$ cat src/rtl/mul_div_unit.sv
// Iterative MULT/MULTU/DIV/DIVU unit: one shift-add or restoring shift-subtract step per clock,
// producing a HI/LO pair with a busy/done handshake toward the control unit.
module mul_div_unit #(
  parameter int unsigned WIDTH = 32
) (
  input  logic             clk,
  input  logic             reset,
  input  logic             start,
  input  logic [1:0]       op,
  input  logic [WIDTH-1:0] a,
  input  logic [WIDTH-1:0] b,
  output logic             busy,
  output logic             done,
  output logic [WIDTH-1:0] hi,
  output logic [WIDTH-1:0] lo,
  output logic             div_by_zero
);

  localparam int unsigned CW = $clog2(WIDTH + 1);
  localparam int unsigned AW = 2 * WIDTH + 1;

  typedef enum logic [1:0] {StIdle, StRun, StFix, StDone} state_e;

  state_e           state_q;
  logic [CW-1:0]    count_q;
  logic [AW-1:0]    acc_q;
  logic [WIDTH-1:0] a_orig_q, mag_b_q, hi_q, lo_q;
  logic             is_div_q, b_zero_q, neg_lo_q, neg_hi_q;
  logic             busy_q, done_q, dbz_q;

  // Operand conditioning for an incoming start
  logic             in_signed, a_neg, b_neg;
  logic [WIDTH-1:0] a_mag, b_mag;

  always_comb begin
    in_signed = ~op[0];
    a_neg     = in_signed & a[WIDTH-1];
    b_neg     = in_signed & b[WIDTH-1];
    a_mag     = a_neg ? (WIDTH'(0) - a) : a;
    b_mag     = b_neg ? (WIDTH'(0) - b) : b;
  end

  // One iteration step; acc holds {upper/remainder (WIDTH+1), multiplier/quotient (WIDTH)}
  logic [WIDTH:0]     mul_sum, rem_sh;
  logic [WIDTH+1:0]   trial;
  logic [AW-1:0]      mul_next, div_next;
  logic [2*WIDTH-1:0] prod_fix;
  logic [WIDTH-1:0]   quot_fix, rem_fix;

  always_comb begin
    mul_sum  = acc_q[AW-1:WIDTH] + (acc_q[0] ? {1'b0, mag_b_q} : '0);
    mul_next = {1'b0, mul_sum, acc_q[WIDTH-1:1]};
    rem_sh   = {acc_q[2*WIDTH-1:WIDTH], acc_q[WIDTH-1]};
    trial    = {1'b0, rem_sh} - {2'b00, mag_b_q};
    // Negative trial remainder: restore and shift in a zero quotient bit
    div_next = trial[WIDTH+1] ? {rem_sh, acc_q[WIDTH-2:0], 1'b0}
                              : {trial[WIDTH:0], acc_q[WIDTH-2:0], 1'b1};
    prod_fix = neg_lo_q ? ((2*WIDTH)'(0) - acc_q[2*WIDTH-1:0]) : acc_q[2*WIDTH-1:0];
    quot_fix = neg_lo_q ? (WIDTH'(0) - acc_q[WIDTH-1:0]) : acc_q[WIDTH-1:0];
    rem_fix  = neg_hi_q ? (WIDTH'(0) - acc_q[2*WIDTH-1:WIDTH]) : acc_q[2*WIDTH-1:WIDTH];
  end

  always_ff @(posedge clk) begin
    if (reset) begin
      state_q  <= StIdle;
      count_q  <= '0;
      acc_q    <= '0;
      a_orig_q <= '0;
      mag_b_q  <= '0;
      is_div_q <= 1'b0;
      b_zero_q <= 1'b0;
      neg_lo_q <= 1'b0;
      neg_hi_q <= 1'b0;
      busy_q   <= 1'b0;
      done_q   <= 1'b0;
      dbz_q    <= 1'b0;
      hi_q     <= '0;
      lo_q     <= '0;
    end else begin
      done_q <= 1'b0;
      unique case (state_q)
        StIdle, StDone: begin
          if (start) begin
            state_q  <= StRun;
            count_q  <= CW'(WIDTH);
            acc_q    <= {{(WIDTH + 1){1'b0}}, a_mag};
            a_orig_q <= a;
            mag_b_q  <= b_mag;
            is_div_q <= op[1];
            b_zero_q <= (b == '0);
            neg_lo_q <= a_neg ^ b_neg;
            neg_hi_q <= a_neg;
            busy_q   <= 1'b1;
            dbz_q    <= 1'b0;
          end else begin
            state_q <= StIdle;
          end
        end
        StRun: begin
          acc_q   <= is_div_q ? div_next : mul_next;
          count_q <= count_q - CW'(1);
          if (count_q == CW'(1)) state_q <= StFix;
        end
        StFix: begin
          if (!is_div_q) begin
            hi_q <= prod_fix[2*WIDTH-1:WIDTH];
            lo_q <= prod_fix[WIDTH-1:0];
          end else if (b_zero_q) begin
            hi_q  <= a_orig_q;
            lo_q  <= '1;
            dbz_q <= 1'b1;
          end else begin
            hi_q <= rem_fix;
            lo_q <= quot_fix;
          end
          state_q <= StDone;
          busy_q  <= 1'b0;
          done_q  <= 1'b1;
        end
        default: state_q <= StIdle;
      endcase
    end
  end

  assign busy        = busy_q;
  assign done        = done_q;
  assign hi          = hi_q;
  assign lo          = lo_q;
  assign div_by_zero = dbz_q;

endmodule

$ cat config.mk
export PLATFORM = sky130hd
export DESIGN_NAME = mul_div_unit
export DESIGN_NICKNAME = d
export VERILOG_FILES = /design/src/rtl/mul_div_unit.sv
export SDC_FILE = /design/constraint.sdc
export NUM_CORES = 1
export LEC_CHECK = 0
export ABC_CLOCK_PERIOD_IN_PS = 8150
export CAP_MARGIN = 20
export CORE_UTILIZATION = 45
export DETAILED_ROUTE_END_ITERATION = 8
export SETUP_SLACK_MARGIN = 0.1
export SLEW_MARGIN = 20
export SYNTH_ARGS = -nofsm -noshare
export SYNTH_HDL_FRONTEND = slang
export SYNTH_SLANG_ARGS = --single-unit
$ cat constraint.sdc
create_clock -name clk -period 8.15 [get_ports clk]
set_clock_uncertainty 0.05 [all_clocks]
set_input_delay 1.63 -clock clk [delete_from_list [all_inputs] [get_ports clk]]
set_output_delay 1.63 -clock clk [all_outputs]
set_load 0.01 [all_outputs]
# --- Word-level counts from Yosys, hierarchy flattened ---
# Index checks and enable logic that the tools add are counted.
classes:
  n_eq_ne: 8
  bitwise_logic: 4
  n_reduce_logical: 9
  n_addsub: 8
  n_mux: 26
ops:
  columns: ["operator", "n"]
  rows:
  - ["32-bit two-way mux", 9]
  - ["65-bit two-way mux", 3]
  - ["65-bit case mux with 2 select lines", 1]
  - ["1-bit by 32-bit subtractor with 32-bit output (first input constant)", 4]
  - ["64-bit two-way mux", 1]
  - ["1-bit by 64-bit subtractor with 64-bit output (first input constant)", 1]
  - ["33-bit by 32-bit subtractor with 34-bit output", 1]
  - ["33-bit by 32-bit adder with 33-bit output", 1]
  - ["32-bit logical NOT", 1]
  - ["6-bit case mux with 2 select lines", 1]
  - ["2-bit != test (second input constant)", 4]
  - ["6-bit by 1-bit equality test with 1-bit output (second input constant)", 1]
  - ["1-bit two-way mux", 6]
  - ["6-bit two-way mux", 1]
  - ["2-bit case mux with 3 select lines", 1]
  - ["2-bit AND reduction", 3]
  - ["6-bit by 1-bit subtractor with 6-bit output (second input constant)", 1]
  - ["2-bit equality test (second input constant)", 2]
  - ["1-bit case mux with 2 select lines", 2]
  - ["4-bit AND reduction", 1]
  - ["2-bit nonzero test", 2]
  - ["1-bit AND", 2]
  - ["2-bit by 1-bit equality test with 1-bit output (second input constant)", 1]
  - ["2-bit logical NOT", 1]
  - ["other kinds (4)", 4]
word_totals:
  output_inout_bits: 67
  reg_bits: 208

# --- Longest topological paths before layout ---
# Gate-level depths: netlist (run 1).
logic_depth:
  depth_word: 5
  mapped_depth: 14
  depth_no_buf: 13

# --- Worst setup path after synthesis (run 1) ---
# OpenSTA, ideal clock, no wires.
synth_path:
  path_kind: "input port to flip-flop"
  start: "input a[6]"
  end: "register acc_q[27]"
  path_buffers: 0
  setup_time_ns: 0.128
  stages: 9
  path_slack_ns: 4.315
  t_arrival_ns: 3.658
  cell_sequence: "or4_1 -> or4_1 -> nor3_2 -> nand3_1 -> o21ai_1 -> xor2_1 -> nor3_1 -> a221oi_1 -> nor2_1"
synth_via:
  elab_chain_len: 4
synth_lines:
  columns: ["element", "line_no", "source"]
  rows:
  - ["start: declaration", "10", "input logic [WIDTH-1:0] a,"]
  - ["1-bit by 32-bit subtractor with 32-bit output", "39", "a_mag = a_neg ? (WIDTH'(0) - a) : a;"]
  - ["32-bit two-way mux", "39", null]
  - ["65-bit two-way mux", "83", "if (start) begin"]
  - ["65-bit case mux with 2 select lines", "81", "unique case (state_q)"]
  - ["end signal: assignment", "86", "acc_q <= {{(WIDTH + 1){1'b0}}, a_mag};"]
  - ["end signal: assignment", "100", "acc_q <= is_div_q ? div_next : mul_next;"]
  - ["end: declaration", "26", "logic [AW-1:0] acc_q;"]
# Every way passes these cells. The select of a mux whose other input is x is not followed.
# A chain may end at the register's enable or synchronous reset.

# --- Worst setup path after layout (run 1) ---
layout_path:
  start: "input start"
  end: "register acc_q[41]"
layout_via:
  elab_chain_len: 2
layout_lines:
  columns: ["element", "line_no", "source"]
  rows:
  - ["start: declaration", "8", "input logic start,"]
  - ["2-bit != test (no line)", null, null]
  - ["2-bit AND reduction (no line)", null, null]
# Every way passes these cells.

==> results of run 1 <==
## final cells by class
class,count,share of cell area
repair buffers,155,0.08339
multi-input cells,1676,0.5907
well taps,448,0.03118
clock inverters,9,0.006682
inverters,69,0.01441
clock buffers,37,0.04176
flip-flops and latches,208,0.2319
## stage by stage
stage | setup slack, ps | utilization
floorplan | 4315 | -
global placement | 3328 | 0.5049
detailed placement | 3115 | 0.5049
CTS | 3687 | 0.5306
global route | 3483 | 0.5308
finish | 3664 | 0.5308
## power by group through the flow
| stage | Sequential, mW | Combinational, mW | Clock (mW) |
|---|---|---|---|
| final | 1.55 | 2.22 | 1.18 |
| after global routing | 1.59 | 2.45 | 1.24 |
| after CTS | 1.55 | 2.21 | 1.19 |
| after detailed placement | 1.57 | 2.20 | 0 |
| after global placement | 1.56 | 2.18 | 0 |
| after floorplan | 1.49 | 1.53 | 0 |
## path summary, 6_finish.rpt
path	end	depth (start not counted)	slack (ps)	from
worst min-delay path	a_orig_q[19]	2	400	a_orig_q[19]
worst min register to register	a_orig_q[19]	2	400	a_orig_q[19]
worst max register to register	acc_q[41]	10	4080	state_q[1]
worst max-delay path	acc_q[41]	9	3660	start
## worst max-delay path: stages
cell             delay [ps]
clkdlybuf4s50_1         490
nand2_1                  60
buf_4                   290
o21ai_2                 100
buf_4                   420
nand2_1                 130
nor2_1                  550
nand2_1                 750
o31ai_1                 440
## per-layer routing
| metal | global-route usage | up-vias | share of wire |
|---|---|---|---|
| li1 | - | 7558 | - |
| met2 | 0.4157 | 535 | 0.43 |
| met4 | 0.06203 | 0 | 0.021 |
| met3 | 0.03166 | 66 | 0.069 |
| met1 | 0.4200 | 7139 | 0.48 |
| met5 | 0 | - | 0 |
## logic make-up after synthesis
kind of cell / synth area share
buffers and inverters: 0.05718
multiplexers: 0.04159
AND/OR/NAND/NOR: 0.1999
AO/OA/AOI/OAI: 0.2636
XOR/XNOR: 0.1114
adder cells (fa/ha/maj): 0.06014
flip-flops: 0.2662
## cell usage in the layout, fill, tap and decap left out, types with 12 or more instances in the layout
cell type	netlist	layout
a211oi_1	65	65
clkdlybuf4s50_1	0	134
mux2i_1	56	56
xnor2_1	120	120
a31oi_1	13	13
o21a_1	12	12
inv_1	66	66
a22oi_1	18	18
buf_4	0	21
o22ai_1	25	25
nor3_1	31	31
o21ai_0	150	149
nor2_1	231	229
or4_1	13	13
nor4_1	15	15
o211ai_1	36	36
or3_1	20	20
a21oi_1	177	177
xor2_1	79	79
nand4_1	18	18
nand3_1	27	27
dfxtp_1	208	206
clkbuf_16	0	25
ha_1	72	70
o31ai_1	21	21
nand2_1	274	274
a21o_1	30	30
## sequential cells by signal, indices dropped and copies added (netlist names)
signal       flops
count_q          6
state_q          2
b_zero_q         1
hi              32
busy             1
is_div_q         1
neg_hi_q         1
acc_q           65
div_by_zero      1
a_orig_q        32
mag_b_q         32
done             1
neg_lo_q         1
lo              32
==> summary.md, run 1 <==
| Metric | Value |
|---|---|
| Syn_area_per_cell | 7.390 sq um |
| Routed vias | ~15000 |
| Hold Vio Cnt, Final | 0 |
| DR WL/cell | 19.24 um |
| Gate power share | 0.449 |
| CTS HTree Levels | 1 |
| I/O Buffers | between 100 and 150 |
| Top cell type's share of synthesized area | 0.2662 |
| Maximum vdd drop | ~0.00028 V |
| Mapped Nets | 2260 |
| Reg area | 4169 sq um |
| Vias in the first global route | ~14000 |
| Die area | roughly 36000 sq um |
| Yosys warnings | 0 |
| Final Cell Area | about 18000 sq um |
| First-pass GRT wire length | 79.35 mm |
| Post-Place Cells | between 2000 and 3000 |
| Layout cells sized above 1 | 0.05246 |
| Rows | 67 |
| Final non-filler cell total | 2602 |
| Setup violators final | 0 |
| Pint | 2.871 mW |
| Worst-path fanout max | 47 |
| Multi-input gate area | around 11000 sq um |
| Register clock-pin slew on the reported worst setup and hold paths | 60 ps |
| Tot GR Track Use | 0.2774 |
| Ports | 136 |
| Initial DRC count | 1214 |
| # diodes | 0 |
| Worst Setup End Kind | flip-flop |
| DRT antenna net count | 0 |
| Highest clock rate | 222.9 MHz |
| Tot Pwr | 4.946 mW |
| Area grow syn2layout | 14.90% |
| FFs w/ async S/R, synth | 0 |
| Initial Utilization | 0.4619 |
| CTS tree | yes |
| Max Transition Viols Final | 0 |
| Top-count cell post-synth | nand2_1 |
| Hold_buf cts | 0 |
| Pre-antenna DRT Iters | 5 |
| # clock sinks | 208 |
| Cell variety after synth | 85 |
| WHS | approximately 400 ps |
| Hold WC Path Type | flip-flop to flip-flop |
| Post-CTS Setup Repair Bufs | 0 |
| Sw Share | 0.4196 |
| DP Area | between 15000 and 20000 sq um |
| Synth Flop Type | dfxtp_1 |
| Mapped cell area | 15650 sq um |
| PD cells | 275.2 nW/um^2 |
| Register area share after synthesis | 0.2662 |
| Routed Wire Length | 50.06 mm |
| Worst slew pin tran | 943.3 ps |
| Startpoint Class | primary input |
| Vias per inst | a little under 6 |
| Period minus WS final | 4486 ps |
| CTS root buf | clkbuf_16 |
| Unrepaired setup endpoints after global routing | no |
| Final HPWL DP | 37.15 mm |
| Post-route clock period utilization | 0.5504 |
| WP data arrival | 4890 ps |
| Die width | between 150 and 200 um |
| Most area-hungry cell type in the Yosys netlist | dfxtp_1 |
| Largest net degree at the start of global routing | 86 |
| CORE AREA | 33870 sq um |
| WP data required | 8550 ps |
| Switching power total | 2.075 mW |
| Top post-synthesis cells by count | nand2_1 (274), nor2_1 (231), dfxtp_1 (208) |
| Clock power frac | 0.238 |
| Setup_tns | 0 ps |
| Clock tree buffer depth | 3 |
| Synthesized flop and latch total | about 210 |
| Initial antenna violation count | 0 |
| Flop pwr share | 0.313 |
| Max-cap violation count | 0 |
| Critical path type | primary input to flip-flop |
| Die Y | 188.5 um |
| Outcome | complete, no violations |
| Inserted Clock Buffers | 25 |
| Post-synthesis cell count | 2117 |
| Clock Latency Late Sink | 550 ps |
| Resized Gates After CTS | 0 |
| Worst slew margin | 0.3612 |
| Gpl congestion | 0.9283 |
| Pleak | slightly below 7 nW |
| Leading post-synthesis cells by cell area | dfxtp_1 (27%), xnor2_1 (6.7%), nand2_1 (6.6%) |
| EDFF count, synth | 0 |
| Filler Cells Inserted | around 3300 |
| Global route overflow | 0 |
| DRC Markers | 0 |
| NumNets Final | about 2300 |
No activity file was read; power rests on OpenSTA's default activity.
==> run 2: changes to the inputs <==
ABC_CLOCK_PERIOD_IN_PS = 3850   (was 8150)
PLACE_DENSITY = 0.67   (was default)
clock period = 3.85 ns   (was 8.15 ns; I/O delays follow)
==> run 2 against run 1 <==
  * Highest routed layer unchanged
  * Final cell count is 1.8% higher
  * Sequential share of layout area is 0.50 points lower
  * First-iteration DRC count is 6.4% higher
  * Largest power group unchanged
==> summary.md, run 2 (same netlist as run 1, synthesis figures left out) <==
| Metric | Value |
|---|---|
| Setup violators final | 0 |
| PnR worst setup slack | approximately 330 ps |
| Post-route clock period utilization | 0.9148 |
| Switching power total | 4.459 mW |
| Routed vias | 15680 |
| # clock sinks | 208 |
| Unrepaired setup endpoints after global routing | no |
| Commonest non-fill, non-tap cell in the layout | nand2_1 |
| WP data arrival | 3890 ps |
| Largest net degree at the start of global routing | 120 |
| Rows | 67 |
| Flop pwr share | 0.306 |
| DRT antenna net count | 0 |
| Register bank with the most flops | acc_q |
| Initial antenna violation count | 0 |
| Layout cells sized above 1 | 0.07094 |
| Worst slew pin tran | 989.7 ps |
| Pre-CTS WS | roughly 150 ps |
| Setup_tns | 0 ps |
| Gpl congestion | 0.9322 |
| Final HPWL DP | about 37 mm |
| Max-cap violation count | 0 |
| I/O Buffers | about 140 |
| Crit. Startpoint | acc_q[0] |
| Worst-path fanout max | 8 |
| Clock Latency Late Sink | approximately 550 ps |
| Startpoint Class | flip-flop |
| Period minus WS final | 3522 ps |
| CORE AREA | 33870 sq um |
| Die width | 188.5 um |
| Die area | 35520 sq um |
| CTS tree | yes |
| Pre-antenna DRT Iters | 5 |
| First-pass GRT wire length | 79.64 mm |
| Hold WC Path Type | flip-flop to flip-flop |
| Clock power frac | 0.239 |
| Initial Utilization | 0.4619 |
| Worst Reg-to-Reg Cells | 14 |
| R2R Path End | acc_q[63] |
| WP data required | 4220 ps |
| Ports | around 140 |
| Initial DRC count | approximately 1300 |
| Critical Path End | acc_q[63] |
| DRC Markers | 0 |
| Global route overflow | 0 |
| Inserted Clock Buffers | 24 |
| PD cells | 584.2 nW/um^2 |
| Critical path type | flip-flop to flip-flop |
| Pint | 6.280 mW |
| Worst Setup End Kind | flip-flop |
| Register clock-pin slew on the reported worst setup and hold paths | 60 ps |
| CTS root buf | clkbuf_16 |
| Vias per inst | 5.921 |
| Worst slew margin | 0.3402 |
| Sw Share | 0.4152 |
| Commonest non-fill, non-tap cells in the layout | nand2_1 (274), nor2_1 (230), dfxtp_1 (205) |
| FF-to-FF Start | acc_q[0] |
| Routed Wire Length | 50.16 mm |
| NumNets Final | 2324 |
| Filler Cells Inserted | 3255 |
| Clock tree buffer depth | 3 |
| Maximum vdd drop | 0.0005678 V |
| Die Y | 188.5 um |
| Outcome | complete, no violations |
| Hold Vio Cnt, Final | 0 |
| Number of flip-flops in the largest register | 65 |
| Hold_buf cts | 0 |
| DR WL/cell | between 15 and 20 um |
| Tot GR Track Use | 0.2754 |
| Area grow syn2layout | 17.49% |
| Max Transition Viols Final | 0 |
| Vias in the first global route | around 15000 |
| Highest clock rate | 283.9 MHz |
| Gate power share | 0.456 |
| Pleak | 7.162 nW |
| Reg2Reg Setup Slack | 330 ps |
| CTS HTree Levels | 1 |
==> run 2: changes by cell type in the layout (fill, tap and decap cells not counted), moves of 3 or more <==
cell,previous run,this run
clkinvlp_4,0,3
bufinv_16,2,5
clkinv_2,4,1
buf_12,0,3
buf_4,21,64
clkbuf_8,8,4
clkbuf_1,4,8
==> run 2: what timing repair did <==
action	4_1_cts	5_1_grt
buffers inserted	0	3
gates resized for setup	0	4
endpoints found under the setup margin	0	4
==> run 2: routing by layer <==
layer	wire, um	vias up	part of all wire	global-route usage
met2	22200	543	0.44	0.4342
met3	3258	88	0.065	0.02589
met5	0	-	0	0
li1	-	7655	-	-
met1	23200	7393	0.46	0.3938
met4	1507	0	0.030	0.08654
==> run 2: worst min path at each step <==
stage	cells after the start	end	start	slack, ps
CTS	2	a_orig_q[24]	a_orig_q[24]	410
finish	2	a_orig_q[24]	a_orig_q[24]	410
detailed placement	2	a_orig_q[24]	a_orig_q[24]	400
global placement	2	a_orig_q[18]	a_orig_q[18]	390
floorplan	2	mag_b_q[19]	mag_b_q[19]	380
global route	2	a_orig_q[16]	a_orig_q[16]	420
==> run 2: metrics by stage <==
stage               instance area (sq um)    util  instances  total power, mW  hold WS (ps)
global placement                    17460  0.5155       2599            8.012         394.7
CTS                                 18340  0.5415       2643            10.67         406.4
global route                        18380  0.5427       2647            11.39         422.3
finish                              18380  0.5427       2648            10.74         407.1
floorplan                           15650       -       2117            6.378         381.9
detailed placement                  17460  0.5155       2599            8.096         397.4
==> run 2: area by class of cell <==
type,count,area (sq um),share of cell area
Clock inverter,8,192.7,0.01048
Inverter,69,262.8,0.01429
Clock buffer,36,685.7,0.03730
Multi-Input combinational cell,1676,10620,0.5776
Antenna cell,1,2.502,0.0001361
Tap cell,448,560.5,0.03049
Timing Repair inverter,1,7.507,0.0004084
Sequential cell,208,4170,0.2269
Timing Repair Buffer,201,1882,0.1024
==> run 2: critical path: stages, from the launching register on <==
cell,delay [ps]
dfxtp_2,500
and2_1,180
ha_1,180
inv_1,60
fa_1,400
nand2b_1,200
a21oi_1,200
o21ai_0,180
a21oi_1,290
a21oi_1,170
buf_4,170
o21a_1,210
o21ai_0,290
and4_1,240
nor3_1,50
==> run 2: power by group through the flow <==
| stage | Combinational [mW] | Clock, mW | Sequential, mW |
|---|---|---|---|
| detailed placement | 4.79 | 0 | 3.30 |
| CTS | 4.82 | 2.59 | 3.26 |
| global placement | 4.73 | 0 | 3.28 |
| floorplan | 3.23 | 0 | 3.15 |
| global route | 5.36 | 2.68 | 3.36 |
| finish | 4.89 | 2.56 | 3.28 |
==> run 3: changes to the inputs <==
--- a/config.mk
+++ b/config.mk
@@ -9,4 +9,6 @@
 export CAP_MARGIN = 20
+export CORE_MARGIN = 3
 export CORE_UTILIZATION = 45
 export DETAILED_ROUTE_END_ITERATION = 8
+export HOLD_SLACK_MARGIN = 0.06
 export PLACE_DENSITY = 0.67
--- a/constraint.sdc
+++ b/constraint.sdc
@@ -4,2 +4,2 @@
 set_output_delay 0.77 -clock clk [all_outputs]
-set_load 0.01 [all_outputs]
+set_load 0.02 [all_outputs]
==> run 3 against run 2 <==
  * Clock power is 10% lower
  * Final area decreased by 0.45%
  * Total power down 1.3%
  * Hold slack worse by 1.6 ps
  * Final cell count is essentially flat
  * Critical path type unchanged
  * Setup slack got worse by 89 ps
  * Critical path depth shrank 5
  * Sequential share of layout area grew 0.096 points
  * First-iteration DRC count grew 11%
  * Wire length is 1.6% higher
==> summary.md, run 3 (same netlist as run 1, synthesis figures left out) <==
| Metric | Value |
|---|---|
| Unrepaired setup endpoints after global routing | no |
| Tot Pwr | 10.60 mW |
| Critical path type | flip-flop to flip-flop |
| I/O Buffers | 135 |
| # diodes | 0 |
| Routed Wire Length | just over 50 mm |
| Vias per inst | 5.934 |
| Max-cap violation count | 0 |
| PnR worst setup slack | 238.6 ps |
| Clock tree buffer depth | 3 |
| # clock sinks | 208 |
| First-pass GRT wire length | 80.46 mm |
| CTS root buf | clkbuf_16 |
| Gpl congestion | around 0.92 |
| Worst-path fanout max | 19 |
| Pre-antenna DRT Iters | 6 |
| Filler Cells Inserted | around 3300 |
| Tot GR Track Use | 0.2693 |
| Worst slew margin | 0.3563 |
| Register bank with the most flops | acc_q |
| Setup violators final | 0 |
| Period minus WS final | 3611 ps |
| PD cells | about 580 nW/um^2 |
| Hold Vio Cnt, Final | 0 |
| Resized Gates After CTS | 0 |
| CTS tree | yes |
| Die area | ~37000 sq um |
| Rows | 67 |
| CORE AREA | ~34000 sq um |
| Max incr delay on CP | 670 ps |
| Clock Latency Late Sink | 560 ps |
| Layout cells sized above 1 | 0.07175 |
| DRC Markers | 0 |
| DRT antenna net count | 0 |
| Maximum vdd drop | 0.0003962 V |
| WP data required | around 4300 ps |
| Commonest non-fill, non-tap cells in the layout | nand2_1 (274), nor2_1 (230), dfxtp_1 (206) |
| Worst path slowest cell | or4_1 |
| Vias in the first global route | 14870 |
| Post-CTS Setup Repair Bufs | 0 |
| Final HPWL DP | 38.03 mm |
| Setup_tns | 0 ps |
| Area grow syn2layout | 16.96% |
| Commonest non-fill, non-tap cell in the layout | nand2_1 |
| DR WL/cell | 19.23 um |
| Inserted Clock Buffers | 25 |
| Pre-CTS WS | 145.4 ps |
| Reg area | about 4200 sq um |
| Global route overflow | 0 |
| Worst slew pin tran | 965.5 ps |
| Die width | 192.5 um |
| Hold WC Path Type | flip-flop to flip-flop |
| Post-route clock period utilization | 0.9380 |
| Max Transition Viols Final | 0 |
| Highest clock rate | 276.9 MHz |
| Ordered cell list for the critical path | inv_1 -> ha_1 -> nand4b_1 -> or4_1 -> nand2b_4 -> o31ai_1 -> xor2_1 -> o221ai_1 -> o211a_1 |
| Initial Utilization | 0.4619 |
| Multi-input gate area | 10610 sq um |
| Register clock-pin slew on the reported worst setup and hold paths | about 60 ps |
| Routed vias | 15730 |
| Outcome | complete, no violations |
| Initial antenna violation count | 0 |
| Initial DRC count | 1437 |
| WP data arrival | 4040 ps |
| CTS HTree Levels | 1 |
| Number of flip-flops in the largest register | 65 |
| Startpoint Class | flip-flop |
| Largest net degree at the start of global routing | 81 |
| Ports | 136 |
| Pleak | 7.158 nW |
| Die Y | 192.5 um |
| Hold_buf cts | 0 |
| Worst Setup End Kind | flip-flop |
| WHS | 405.5 ps |
| NumNets Final | 2327 |
-- run 3: worst max-delay path, delay by kind of cell, from the launching register on --
family / cells / cell delay (ps)
xor gates and xnor gates: 1 / 100
buffers and inverters: 1 / 530
and+or+nand+nor: 3 / 1260
AOI/OAI and AO/OA: 3 / 940
DFF: 1 / 310
adders and majority gates: 1 / 340
-- run 3: stage by stage --
step	area (sq um)	util	std cells
floorplan	15650	-	2117
global placement	17520	0.5172	2605
detailed placement	17520	0.5172	2605
CTS	18300	0.5403	2650
global route	18300	0.5403	2650
finish	18300	0.5403	2650
-- run 3: layout make-up --
type / count / share of cell area
timing repair buffer: 204 / 0.1048
multi-input combinational: 1676 / 0.5799
tap: 448 / 0.03063
clock buffer: 36 / 0.03918
inverter: 69 / 0.01415
clock inverter: 9 / 0.003556
sequential: 208 / 0.2278
-- run 3: per-layer routing --
| layer | share of wire | up-vias | GRT usage |
|---|---|---|---|
| met1 | 0.46 | 7461 | 0.3857 |
| met4 | 0.023 | 0 | 0.06669 |
| met3 | 0.073 | 69 | 0.03288 |
| li1 | - | 7653 | - |
| met5 | 0 | - | 0 |
| met2 | 0.45 | 543 | 0.4304 |
-- run 3: path summary, 6_finish.rpt --
check	start	endpoint	slack [ps]	cells after the start
setup / recovery	acc_q[0]	hi[18]	240	9
setup reg to reg	acc_q[0]	hi[18]	240	9
hold / removal	a_orig_q[24]	a_orig_q[24]	410	2
hold reg to reg	a_orig_q[24]	a_orig_q[24]	410	2
-- run 3: power breakdown --
part           switching, mW  internal, mW  leakage, nW  total, mW
combinational           3.07          1.98         5.07       5.05
sequential             0.549          2.70         1.70       3.25
clock                  0.999          1.30        0.385       2.30
total                   4.62          5.98         7.16       10.6
